[src/rtl/nrx_hs_ram_arbiter.sv]
// Work-RAM port arbiter between the Z80 core and the hiscore save/restore engine.
// Pauses the CPU, waits for halt plus a settle interval, then lends the RAM port to the engine.
module nrx_hs_ram_arbiter #(
    parameter int AW      = 16,
    parameter int DW      = 8,
    parameter int SETTLE  = 2,
    parameter int TIMEOUT = 4095
) (
    input  logic          clk_sys,
    input  logic          reset,

    input  logic          hs_access,
    input  logic [AW-1:0] hs_address,
    input  logic [DW-1:0] hs_data_in,
    input  logic          hs_write,
    output logic [DW-1:0] hs_data_out,
    output logic          hs_ready,
    output logic          hs_grant,
    output logic          hs_fail,

    output logic          pause_req,
    input  logic          cpu_halted,

    input  logic          cpu_cs,
    input  logic          cpu_we,
    input  logic [AW-1:0] cpu_addr,
    input  logic [DW-1:0] cpu_dout,
    output logic [DW-1:0] cpu_din,

    output logic [AW-1:0] ram_addr,
    output logic [DW-1:0] ram_wdata,
    output logic          ram_we,
    input  logic [DW-1:0] ram_rdata
);

    typedef enum logic [2:0] {
        ST_IDLE,
        ST_PAUSING,
        ST_SETTLE,
        ST_OWNED,
        ST_RELEASE
    } state_t;

    localparam logic [11:0] WAIT_LAST   = 12'(TIMEOUT - 1);
    localparam logic [3:0]  SETTLE_LAST = 4'(SETTLE - 1);

    state_t        state;
    state_t        next_state;
    logic          fail_now;
    logic          owner;
    logic          owner_d;
    logic [11:0]   wait_cnt;
    logic [3:0]    settle_cnt;
    logic [AW-1:0] prev_addr;
    logic          rd_req;
    logic          rd_pend;
    logic          wr_ack;

    // NOTE: every always_comb output gets a default first, so no path can infer a latch.
    always_comb begin
        next_state = state;
        fail_now   = 1'b0;
        case (state)
            ST_IDLE: begin
                if (hs_access) next_state = ST_PAUSING;
            end
            ST_PAUSING: begin
                if (!hs_access) begin
                    next_state = ST_IDLE;
                end else if (cpu_halted) begin
                    next_state = ST_SETTLE;
                end else if (wait_cnt == WAIT_LAST) begin
                    next_state = ST_IDLE;
                    fail_now   = 1'b1;
                end
            end
            ST_SETTLE: begin
                if (!hs_access)                     next_state = ST_RELEASE;
                else if (settle_cnt == SETTLE_LAST) next_state = ST_OWNED;
            end
            ST_OWNED: begin
                if (!hs_access) next_state = ST_RELEASE;
            end
            ST_RELEASE: next_state = ST_IDLE;
            default:    next_state = ST_IDLE;
        endcase
    end

    // A read is issued on the first owned cycle and on every engine address change.
    assign rd_req = owner && !hs_write && (!owner_d || (hs_address != prev_addr));
    assign wr_ack = owner && hs_write;

    // NOTE: sequential state uses non-blocking assignments so all registers update from pre-edge values.
    always_ff @(posedge clk_sys) begin
        if (reset) begin
            state       <= ST_IDLE;
            pause_req   <= 1'b0;
            hs_grant    <= 1'b0;
            hs_fail     <= 1'b0;
            hs_ready    <= 1'b0;
            hs_data_out <= '0;
            owner       <= 1'b0;
            owner_d     <= 1'b0;
            wait_cnt    <= '0;
            settle_cnt  <= '0;
            prev_addr   <= '0;
            rd_pend     <= 1'b0;
        end else begin
            state      <= next_state;
            pause_req  <= (next_state != ST_IDLE);
            hs_grant   <= (next_state == ST_OWNED);
            owner      <= (next_state == ST_OWNED);
            owner_d    <= owner;
            hs_fail    <= fail_now;
            wait_cnt   <= (state == ST_PAUSING) ? wait_cnt + 12'd1 : 12'd0;
            settle_cnt <= (state == ST_SETTLE) ? settle_cnt + 4'd1 : 4'd0;
            prev_addr  <= hs_address;
            rd_pend    <= rd_req;
            hs_ready   <= wr_ack || rd_pend;
            if (rd_pend) hs_data_out <= ram_rdata;
        end
    end

    // The port mux follows the registered owner flag, so a write in a reset cycle still lands.
    assign ram_addr  = owner ? hs_address : cpu_addr;
    assign ram_wdata = owner ? hs_data_in : cpu_dout;
    assign ram_we    = owner ? hs_write   : (cpu_cs & cpu_we);
    assign cpu_din   = ram_rdata;

endmodule

[config.mk]
export PLATFORM = sky130hd
export DESIGN_NAME = nrx_hs_ram_arbiter
export DESIGN_NICKNAME = d
export VERILOG_FILES = /design/src/rtl/nrx_hs_ram_arbiter.sv
export SDC_FILE = /design/constraint.sdc
export NUM_CORES = 1
export LEC_CHECK = 0
export CAP_MARGIN = 10
export CORE_MARGIN = 1.5
export CORE_UTILIZATION = 44
export DETAILED_ROUTE_END_ITERATION = 8
export GPL_TIMING_DRIVEN = 0
export MAX_ROUTING_LAYER = met4
export PLACE_DENSITY = 0.88
export SYNTH_ARGS = -nofsm -noshare
export SYNTH_HDL_FRONTEND = slang
export SYNTH_SLANG_ARGS = --single-unit
[constraint.sdc]
create_clock -name clk_sys -period 4.7 [get_ports clk_sys]
set_input_delay 0.94 -clock clk_sys [delete_from_list [all_inputs] [get_ports clk_sys]]
set_output_delay 0.94 -clock clk_sys [all_outputs]
set_load 0.05 [all_outputs]
==> results.json, run 1 <==
{
  "top_layer": "met4",
  "syn-num-nets": 291,
  "setup_viol": 0,
  "power.total_mw": 0.873,
  "place_hpwl_mm": 4.26,
  "vias": 1915,
  "clockBufferDepth": 2,
  "yosys-top-cells-area": "dfxtp_1 (44%), mux2_2 (12%), xnor2_1 (9.0%)",
  "skew_ns": 0.00543,
  "ys_ff_latch": 49,
  "chipWidth_um": 74.2,
  "grt-ovfl-total": 0,
  "ys_types": 33,
  "initial_utilization_pct": 46.3,
  "netlist_instances": 224,
  "criticalPathCategory": "flip-flop to output pin",
  "rsz0062_at_grt": "no",
  "die_y_um": 74.2,
  "routed_wl_mm": 5.42,
  "period_share_pct": 73.1,
  "cts_made_buffers": 5,
  "required_ns": 3.76,
  "whs_path_depth": 1,
  "antenna_found_initial": 0,
  "post_dp_cell_area_um2": 3390,
  "grt_max_degree": 15,
  "clkTransAtPathRegs_ns": 0.08,
  "worstHoldEndpoint": "rd_pend",
  "min_from": "owner_d",
  "postCtsSetupBuffers": 0,
  "rows": 25,
  "clockRootBuffer": "clkbuf_8",
  "cts_tree": "built",
  "gp_congestion": 0.714,
  "slew_headroom_pct": 60.3,
  "final_area_um2": 3470,
  "yosys_most_used_dff": "dfxtp_1",
  "syn2layout_area_growth_pct": 55.4,
  "maxSlewViolCount": 0,
  "hold_path_class": "flip-flop to flip-flop",
  "arrival_ns": 2.49,
  "ctsResizeCount": 0,
  "min_period_ns": 3.43,
  "hold_violations": 0,
  "design.die.area_um2": 5510,
  "core_area_um2": 4820,
  "drive_above_1_share_pct": 14.5,
  "cts_sinks": 49,
  "drt_iter0_drc": 61,
  "worst_slew_pin_slew_ns": 0.595,
  "final_antenna_net_count": 0,
  "ys_async_sr_fraction_pct": 0,
  "synth_top_area_cell": "dfxtp_1",
  "synth.most_common_cell": "dfxtp_1",
  "r2r_start": "settle_cnt[0]",
  "reg2reg_slack_ns": 3.05,
  "cp-end-kind": "output pin",
  "reg2reg_depth": 5,
  "nNetsFinal": 405,
  "p_leak_nw": 1.23,
  "netlist_area_um2": 2230,
  "ctsHoldBuffers": 0,
  "wl_met1_mm": 2.14,
  "postLayoutCoreUtil_pct": 72.0,
  "drv_cap": 0,
  "yosysSeqAreaShare_pct": 43.9,
  "fmax_mhz": 291,
  "synth_warnings": 0,
  "port_buffers": 107,
  "synth_common_cells": "dfxtp_1 (49), nor2_1 (27), mux2_2 (24), xnor2_1 (23), nor2b_1 (20)",
  "pin_count": 108,
  "cp-start-kind": "flip-flop",
  "status": "completed",
  "wl_met3_um": 477,
  "drt_pre_antenna_iters": 4,
  "reg2reg_to": "owner",
  "crit_fanout": 10,
  "setup_tns_ns": 0,
  "grt_pass1_wl_mm": 8.06,
  "num_antenna_cells": 0,
  "grt_pass1_vias": 1746,
  "ir_worst_vdd_mv": 0.235,
  "power_density_nw_per_um2": 252,
  "wl_met2_mm": 2.73,
  "syn-mean-instance-area_um2": 9.96,
  "route.detailed.drc": 0,
  "clk_latency_ns": 0.30,
  "wl_per_cell_um": 13.4,
  "htree_levels": 2,
  "synth_top_area_share_pct": 43.9,
  "grt_util_all_layers_pct": 19.7,
  "viasPerCell": 4.72,
  "synth_edf_count": 0
}
cell usage in the layout, fill, tap and decap left out, types with 3 or more instances in the layout:
master,Yosys,layout
inv_1,4,4
nor2_1,27,27
clkdlybuf4s50_1,0,107
mux2_2,24,24
mux2i_1,8,8
xnor2_1,23,23
nand3_1,5,5
nor3_1,5,5
dfxtp_1,49,49
clkbuf_1,5,6
a21oi_1,3,3
buf_4,8,8
nand4_1,4,4
clkbuf_8,0,5
nor2b_1,20,20
ha_1,4,4
nand2_1,10,10
xor2_1,4,4
how the worst max path moves through the flow:
stage	from	to	slack, ns	depth (start not counted)
finish	owner	ram_addr[5]	1.27	4
floorplan	cpu_cs	ram_we	1.70	2
global placement	hs_address[15]	ram_addr[15]	1.31	3
CTS	owner	ram_addr[5]	1.24	4
global route	owner	ram_addr[5]	1.13	4
detailed placement	hs_address[15]	ram_addr[15]	1.30	3
through the flow:
stage	instances	hold slack [ns]	setup slack, ns
3_3_place_gp	398	0.399	1.31
4_1_cts	406	0.419	1.24
6_report	406	0.418	1.27
3_5_place_dp	398	0.406	1.30
5_1_grt	406	0.434	1.13
2_1_floorplan	224	0.390	1.70
flip-flops by register name, indices dropped and copies added (netlist names):
name	flops
hs_ready	1
settle_cnt	4
prev_addr	16
owner_d	1
hs_fail	1
pause_req	1
owner	1
state	3
hs_data_out	8
rd_pend	1
wait_cnt	12
kinds of logic (layout without fill, tap and decap cells):
kind of cell    Yosys count  in the layout  share of synthesized area, %
simple gates             82             82                          19.4
mux                      32             32                          15.7
buf+inv                  20            135                          4.82
flops                    49             49                          43.9
fa+ha+maj                 4              4                          2.24
compound gates           10             10                          3.31
xor+xnor                 27             27                          10.6
per-layer routing:
layer	GRT usage (%)	vias up
li1	-	968
met1	21.4	870
met2	35.2	69
met3	6.23	8
met4	4.24	0
met5	-	-
where the power goes:
part | switching (mW) | total, mW | leakage, nW | internal (mW)
Clock | 0.131 | 0.235 | 0.0450 | 0.103
Sequential | 0.00527 | 0.430 | 0.400 | 0.425
Combinational | 0.104 | 0.208 | 0.783 | 0.104
Total | 0.241 | 0.873 | 1.23 | 0.632
cell type report:
class	instances	area (um2)
repair buffers	107	1070
fillers	384	1350
clock inverters	2	10.0
plain buffers	16	92.6
well taps	67	83.8
clock buffers	6	72.6
inverters	4	15.0
multi-input cells	155	1140
flip-flops and latches	49	981
critical path, cell delays in order, from the launching register on:
cell and delay (ns):
dfxtp_1 0.33, clkbuf_1 0.41, buf_2 0.36, mux2_2 0.38
clkdlybuf4s50_1 0.71
No activity file was read; power rests on OpenSTA's default activity.
==> inputs of run 2 (changes only) <==
--- a/config.mk
+++ b/config.mk
@@ -7,11 +7,11 @@
 export LEC_CHECK = 0
 export CAP_MARGIN = 10
 export CORE_MARGIN = 1.5
-export CORE_UTILIZATION = 44
+export CORE_UTILIZATION = 40
 export DETAILED_ROUTE_END_ITERATION = 8
 export GPL_TIMING_DRIVEN = 0
 export MAX_ROUTING_LAYER = met4
-export PLACE_DENSITY = 0.88
+export PLACE_DENSITY = 0.81
 export SYNTH_ARGS = -nofsm -noshare
 export SYNTH_HDL_FRONTEND = slang
 export SYNTH_SLANG_ARGS = --single-unit
==> constraint.sdc (replaced) <==
create_clock -name clk_sys -period 3.2 [get_ports clk_sys]
set_input_delay 0.64 -clock clk_sys [delete_from_list [all_inputs] [get_ports clk_sys]]
set_output_delay 0.64 -clock clk_sys [all_outputs]
set_load 0.05 [all_outputs]
==> run 2 against run 1 <==
Clock skew rose by 0.0053 ns. Critical path depth fell by 1. Via count up 0.73%. Die area rose by 9.6%. Sequential cell count is the same. Clock power grew 91%. Non-clock buffer count fell by 1. First-iteration DRC count shrank 11%. Highest routed layer unchanged.
==> results.json, run 2 (synthesized netlist as in run 1, its figures left out) <==
{
  "critical-path-top-delay-family": "buffers and inverters",
  "clkTransAtPathRegs_ns": 0.08,
  "clk_latency_ns": 0.30,
  "worst-path-stages": 3,
  "worstSetupStartpoint": "owner",
  "routed_wl_mm": 5.10,
  "wl_per_cell_um": 12.4,
  "drt_pre_antenna_iters": 4,
  "ctsResizeCount": 0,
  "final_area_um2": 3510,
  "fmax_mhz": 334,
  "p_leak_nw": 1.24,
  "drv_cap": 0,
  "cp-start-kind": "flip-flop",
  "fill_cells": 448,
  "min_period_ns": 3.00,
  "register_area_um2": 981,
  "worst_slew_pin_slew_ns": 0.572,
  "reg2reg_depth": 5,
  "rsz0062_at_grt": "no",
  "die_y_um": 77.7,
  "worst_slack_ns": 0.203,
  "chipWidth_um": 77.7,
  "largest_registers": "prev_addr x16, wait_cnt x12, hs_data_out x8",
  "skew_ns": 0.0108,
  "crit_fanout": 11,
  "setup_viol": 0,
  "grt_pass1_vias": 1833,
  "criticalPathCategory": "flip-flop to output pin",
  "drive_above_1_share_pct": 14.8,
  "grt_util_all_layers_pct": 17.8,
  "cts_sinks": 49,
  "hold_violations": 0,
  "cp_cell_sequence": "buf_2 > mux2_2 > clkdlybuf4s50_1",
  "clockRootBuffer": "clkbuf_8",
  "drt_iter0_drc": 54,
  "nNetsFinal": 404,
  "cp-end-kind": "output pin",
  "critPathMaxStageDelay_ns": 0.71,
  "min_from": "owner_d",
  "whs_path_depth": 1,
  "path_buf_inv": 2,
  "route.detailed.drc": 0,
  "syn2layout_area_growth_pct": 57.2,
  "htree_levels": 2,
  "vias": 1929,
  "clockBufferDepth": 2,
  "status": "completed",
  "mostFrequentLayoutCell": "clkdlybuf4s50_1",
  "grt_max_degree": 16,
  "num_antenna_cells": 0,
  "largest_register": "prev_addr",
  "multi_input_area_um2": 1140,
  "design.die.area_um2": 6040,
  "antenna_found_initial": 0,
  "viasPerCell": 4.70,
  "cts_made_buffers": 5,
  "crit_slowest_cell": "clkdlybuf4s50_1",
  "slew_headroom_pct": 61.9,
  "power_density_nw_per_um2": 394,
  "gp_congestion": 0.783,
  "power.total_mw": 1.38,
  "place_hpwl_mm": 4.01,
  "grt_pass1_wl_mm": 8.36,
  "largest_reg_flops": 16,
  "grt-ovfl-total": 0,
  "maxSlewViolCount": 0,
  "arrival_ns": 2.36,
  "setup_tns_ns": 0,
  "initial_utilization_pct": 41.0,
  "core_area_um2": 5440,
  "ir_worst_vdd_mv": 0.273,
  "post_dp_cell_area_um2": 3390,
  "final_cell_mix": "clkdlybuf4s50_1 (107), dfxtp_1 (49), nor2_1 (27)",
  "cts_tree": "built",
  "r2r_start": "settle_cnt[0]",
  "period_share_pct": 93.6,
  "rows": 27,
  "pin_count": 108,
  "postLayoutCoreUtil_pct": 64.5,
  "final_antenna_net_count": 0,
  "port_buffers": 107,
  "required_ns": 2.56,
  "hold_path_class": "flip-flop to flip-flop",
  "dp_slack_ns": 0.380
}
run 2: cell count changes in the layout (fill, tap and decap cells not counted):
cell | before | now
clkbuf_1 | 6 | 4
clkinv_2 | 2 | 0
bufinv_16 | 0 | 1
clkbuf_8 | 5 | 6
clkinvlp_4 | 0 | 1
run 2: stage by stage:
stage / hold slack, ns / instances
finish: 0.417 / 410
global route: 0.445 / 410
CTS: 0.422 / 411
detailed placement: 0.414 / 403
global placement: 0.404 / 403
floorplan: 0.390 / 224
run 2: timing repair:
action                     in CTS  in global routing
setup buffers                   0                  0
setup endpoints to repair       0                 17
hold buffers                    0                  0
run 2: final cells by class:
class	instances	share of cell area (%)
clock buffer	6	2.35
inverter	4	0.428
clock inverter	2	1.07
timing repair buffer	107	30.5
multi-input combinational	155	32.6
tap	72	2.57
sequential	49	28.0
buffer	15	2.53
run 2: where the power goes:
group / internal (mW) / switching, mW
Clock: 0.254 / 0.195
Combinational: 0.152 / 0.151
Sequential: 0.624 / 0.00780
Total: 1.03 / 0.354
run 2: path summary, 6_finish.rpt:
| kind | endpoint | slack, ns |
|---|---|---|
| max | ram_addr[7] | 0.20 |
| min | rd_pend | 0.42 |
| min reg2reg | rd_pend | 0.42 |
| max reg2reg | owner | 1.57 |
run 2: per-layer routing:
| metal | track usage, % | vias to the layer above | routed length (um) |
|---|---|---|---|
| li1 | - | 971 | - |
| met1 | 19.1 | 886 | 2170 |
| met2 | 31.4 | 64 | 2460 |
| met3 | 5.18 | 8 | 400 |
| met4 | 5.45 | 0 | 70 |
| met5 | - | - | 0 |
==> inputs of run 3 (changes only) <==
--- a/config.mk
+++ b/config.mk
@@ -10,8 +10,8 @@
 export CORE_UTILIZATION = 40
 export DETAILED_ROUTE_END_ITERATION = 8
 export GPL_TIMING_DRIVEN = 0
-export MAX_ROUTING_LAYER = met4
 export PLACE_DENSITY = 0.81
+export REMOVE_ABC_BUFFERS = 1
 export SYNTH_ARGS = -nofsm -noshare
 export SYNTH_HDL_FRONTEND = slang
 export SYNTH_SLANG_ARGS = --single-unit
==> run 3 against run 2 <==
Worst hold slack worse by 0.0079 ns. First-iteration DRC count stayed put. Global-route usage fell by 1.1 points. Utilization fell by 1.9 points. Routed wire length shrank 3.5%. Largest power group unchanged. Highest routed layer unchanged. Setup slack better by 0.13 ns. Critical endpoint is now ram_addr[12]. Critical path type unchanged.
==> results.json, run 3 (synthesized netlist as in run 1, its figures left out) <==
{
  "mostFrequentLayoutCell": "clkdlybuf4s50_1",
  "drv_cap": 0,
  "power.total_mw": 1.32,
  "place_hpwl_mm": 3.67,
  "design.die.area_um2": 6040,
  "gp_congestion": 0.756,
  "htree_levels": 2,
  "crit_slowest_cell": "dfxtp_2",
  "wl_per_cell_um": 12.5,
  "required_ns": 2.56,
  "grt-ovfl-total": 0,
  "period_share_pct": 89.5,
  "cts_sinks": 49,
  "antenna_found_initial": 0,
  "hold_violations": 0,
  "wl_met3_um": 356,
  "vias": 1848,
  "drt_pre_antenna_iters": 4,
  "crit_fanout": 29,
  "fill_cells": 457,
  "chipWidth_um": 77.7,
  "critPathMaxStageDelay_ns": 0.77,
  "wl_met2_mm": 2.36,
  "core_area_um2": 5440,
  "grt_pass1_vias": 1810,
  "num_antenna_cells": 0,
  "die_y_um": 77.7,
  "slew_headroom_pct": 30.2,
  "setup_viol": 0,
  "viasPerCell": 4.68,
  "rows": 27,
  "drive_above_1_share_pct": 12.7,
  "top_layer": "met4",
  "grt_util_all_layers_pct": 16.7,
  "largest_reg_flops": 16,
  "skew_ns": 0.00717,
  "cp-start-kind": "flip-flop",
  "status": "completed",
  "min_period_ns": 2.86,
  "hold_path_class": "flip-flop to flip-flop",
  "arrival_ns": 2.22,
  "criticalPathCategory": "flip-flop to output pin",
  "clkTransAtPathRegs_ns": 0.08,
  "largest_registers": "prev_addr x16, wait_cnt x12, hs_data_out x8",
  "route.detailed.drc": 0,
  "rsz0062_at_grt": "no",
  "ir_worst_vdd_mv": 0.280,
  "instances_no_fill": 395,
  "setup_tns_ns": 0,
  "final_cell_mix": "clkdlybuf4s50_1 (107), dfxtp_1 (48), nor2_1 (27)",
  "dp_cells": 387,
  "routed_wl_mm": 4.92,
  "worst_slew_pin_slew_ns": 1.04,
  "cts_made_buffers": 5,
  "grt_max_degree": 30,
  "initial_utilization_pct": 41.0,
  "drt_iter0_drc": 54,
  "port_buffers": 107,
  "clk_latency_ns": 0.31,
  "nNetsFinal": 389,
  "postCtsSetupBuffers": 0,
  "cp-end-kind": "output pin",
  "maxSlewViolCount": 0,
  "postLayoutCoreUtil_pct": 62.6,
  "grt_pass1_wl_mm": 7.98,
  "p_leak_nw": 1.18,
  "power_density_nw_per_um2": 389,
  "pin_count": 108,
  "cp_cell_sequence": "mux2_2 > clkdlybuf4s50_1",
  "final_antenna_net_count": 0,
  "largest_register": "prev_addr",
  "syn2layout_area_growth_pct": 52.6,
  "cts_tree": "built",
  "wl_met1_mm": 2.15,
  "fmax_mhz": 349,
  "clockRootBuffer": "clkbuf_8",
  "clockBufferDepth": 2
}
## run 3: cell types whose count changed in the layout (fill, tap and decap cells not counted), sizes merged
| cell | delta |
|---|---|
| buf | -11 |
| bufinv | -1 |
| clkbuf | -3 |
| clkinvlp | -1 |
| inv | +1 |
## run 3: stage by stage
stage                     worst slack, ns  area, um2  hold slack, ns
after floorplan                     0.522       2140           0.390
after global placement              0.235       3300           0.395
after detailed placement            0.212       3300           0.400
after CTS                           0.308       3410           0.412
after global routing                0.254       3410           0.428
final                               0.337       3410           0.409
## run 3: final timing paths
check	start	endpoint	slack [ns]	cells past startpoint
worst min register to register	owner_d	rd_pend	0.41	1
worst max-delay path	owner	ram_addr[12]	0.34	2
worst max register to register	settle_cnt[0]	owner	1.57	5
worst min-delay path	owner_d	rd_pend	0.41	1
## run 3: area by class of cell
class                      instances  area, um2  share of cell area (%)
inverter                           4       15.0                   0.441
sequential                        49        982                    28.8
clock inverter                     1       8.76                   0.257
timing repair buffer             107       1070                    31.4
tap                               72       90.1                    2.64
multi-input combinational        155       1140                    33.6
clock buffer                       7       96.3                    2.83
## run 3: where the power goes
group	switching (mW)	internal, mW	total (mW)
Combinational	0.147	0.145	0.292
Clock	0.200	0.199	0.399
Sequential	0.00914	0.624	0.633
Total	0.356	0.969	1.32
## run 3: critical path: cells and delay by family (launching register included)
kind / cells / cell delay (ns)
DFF: 1 / 0.77
buffers and inverters: 1 / 0.71
muxes: 1 / 0.43
## run 3: what timing repair did
item	CTS	global route
hold endpoints to repair	0	0
hold buffers	0	0
gates resized for setup	1	0
setup endpoints to repair	25	0
## run 3: layer usage
| layer | vias up | global-route usage (%) |
|---|---|---|
| met2 | 50 | 29.4 |
| met1 | 854 | 18.8 |
| li1 | 937 | - |
| met5 | - | 0 |
| met4 | 0 | 4.91 |
| met3 | 7 | 5.65 |
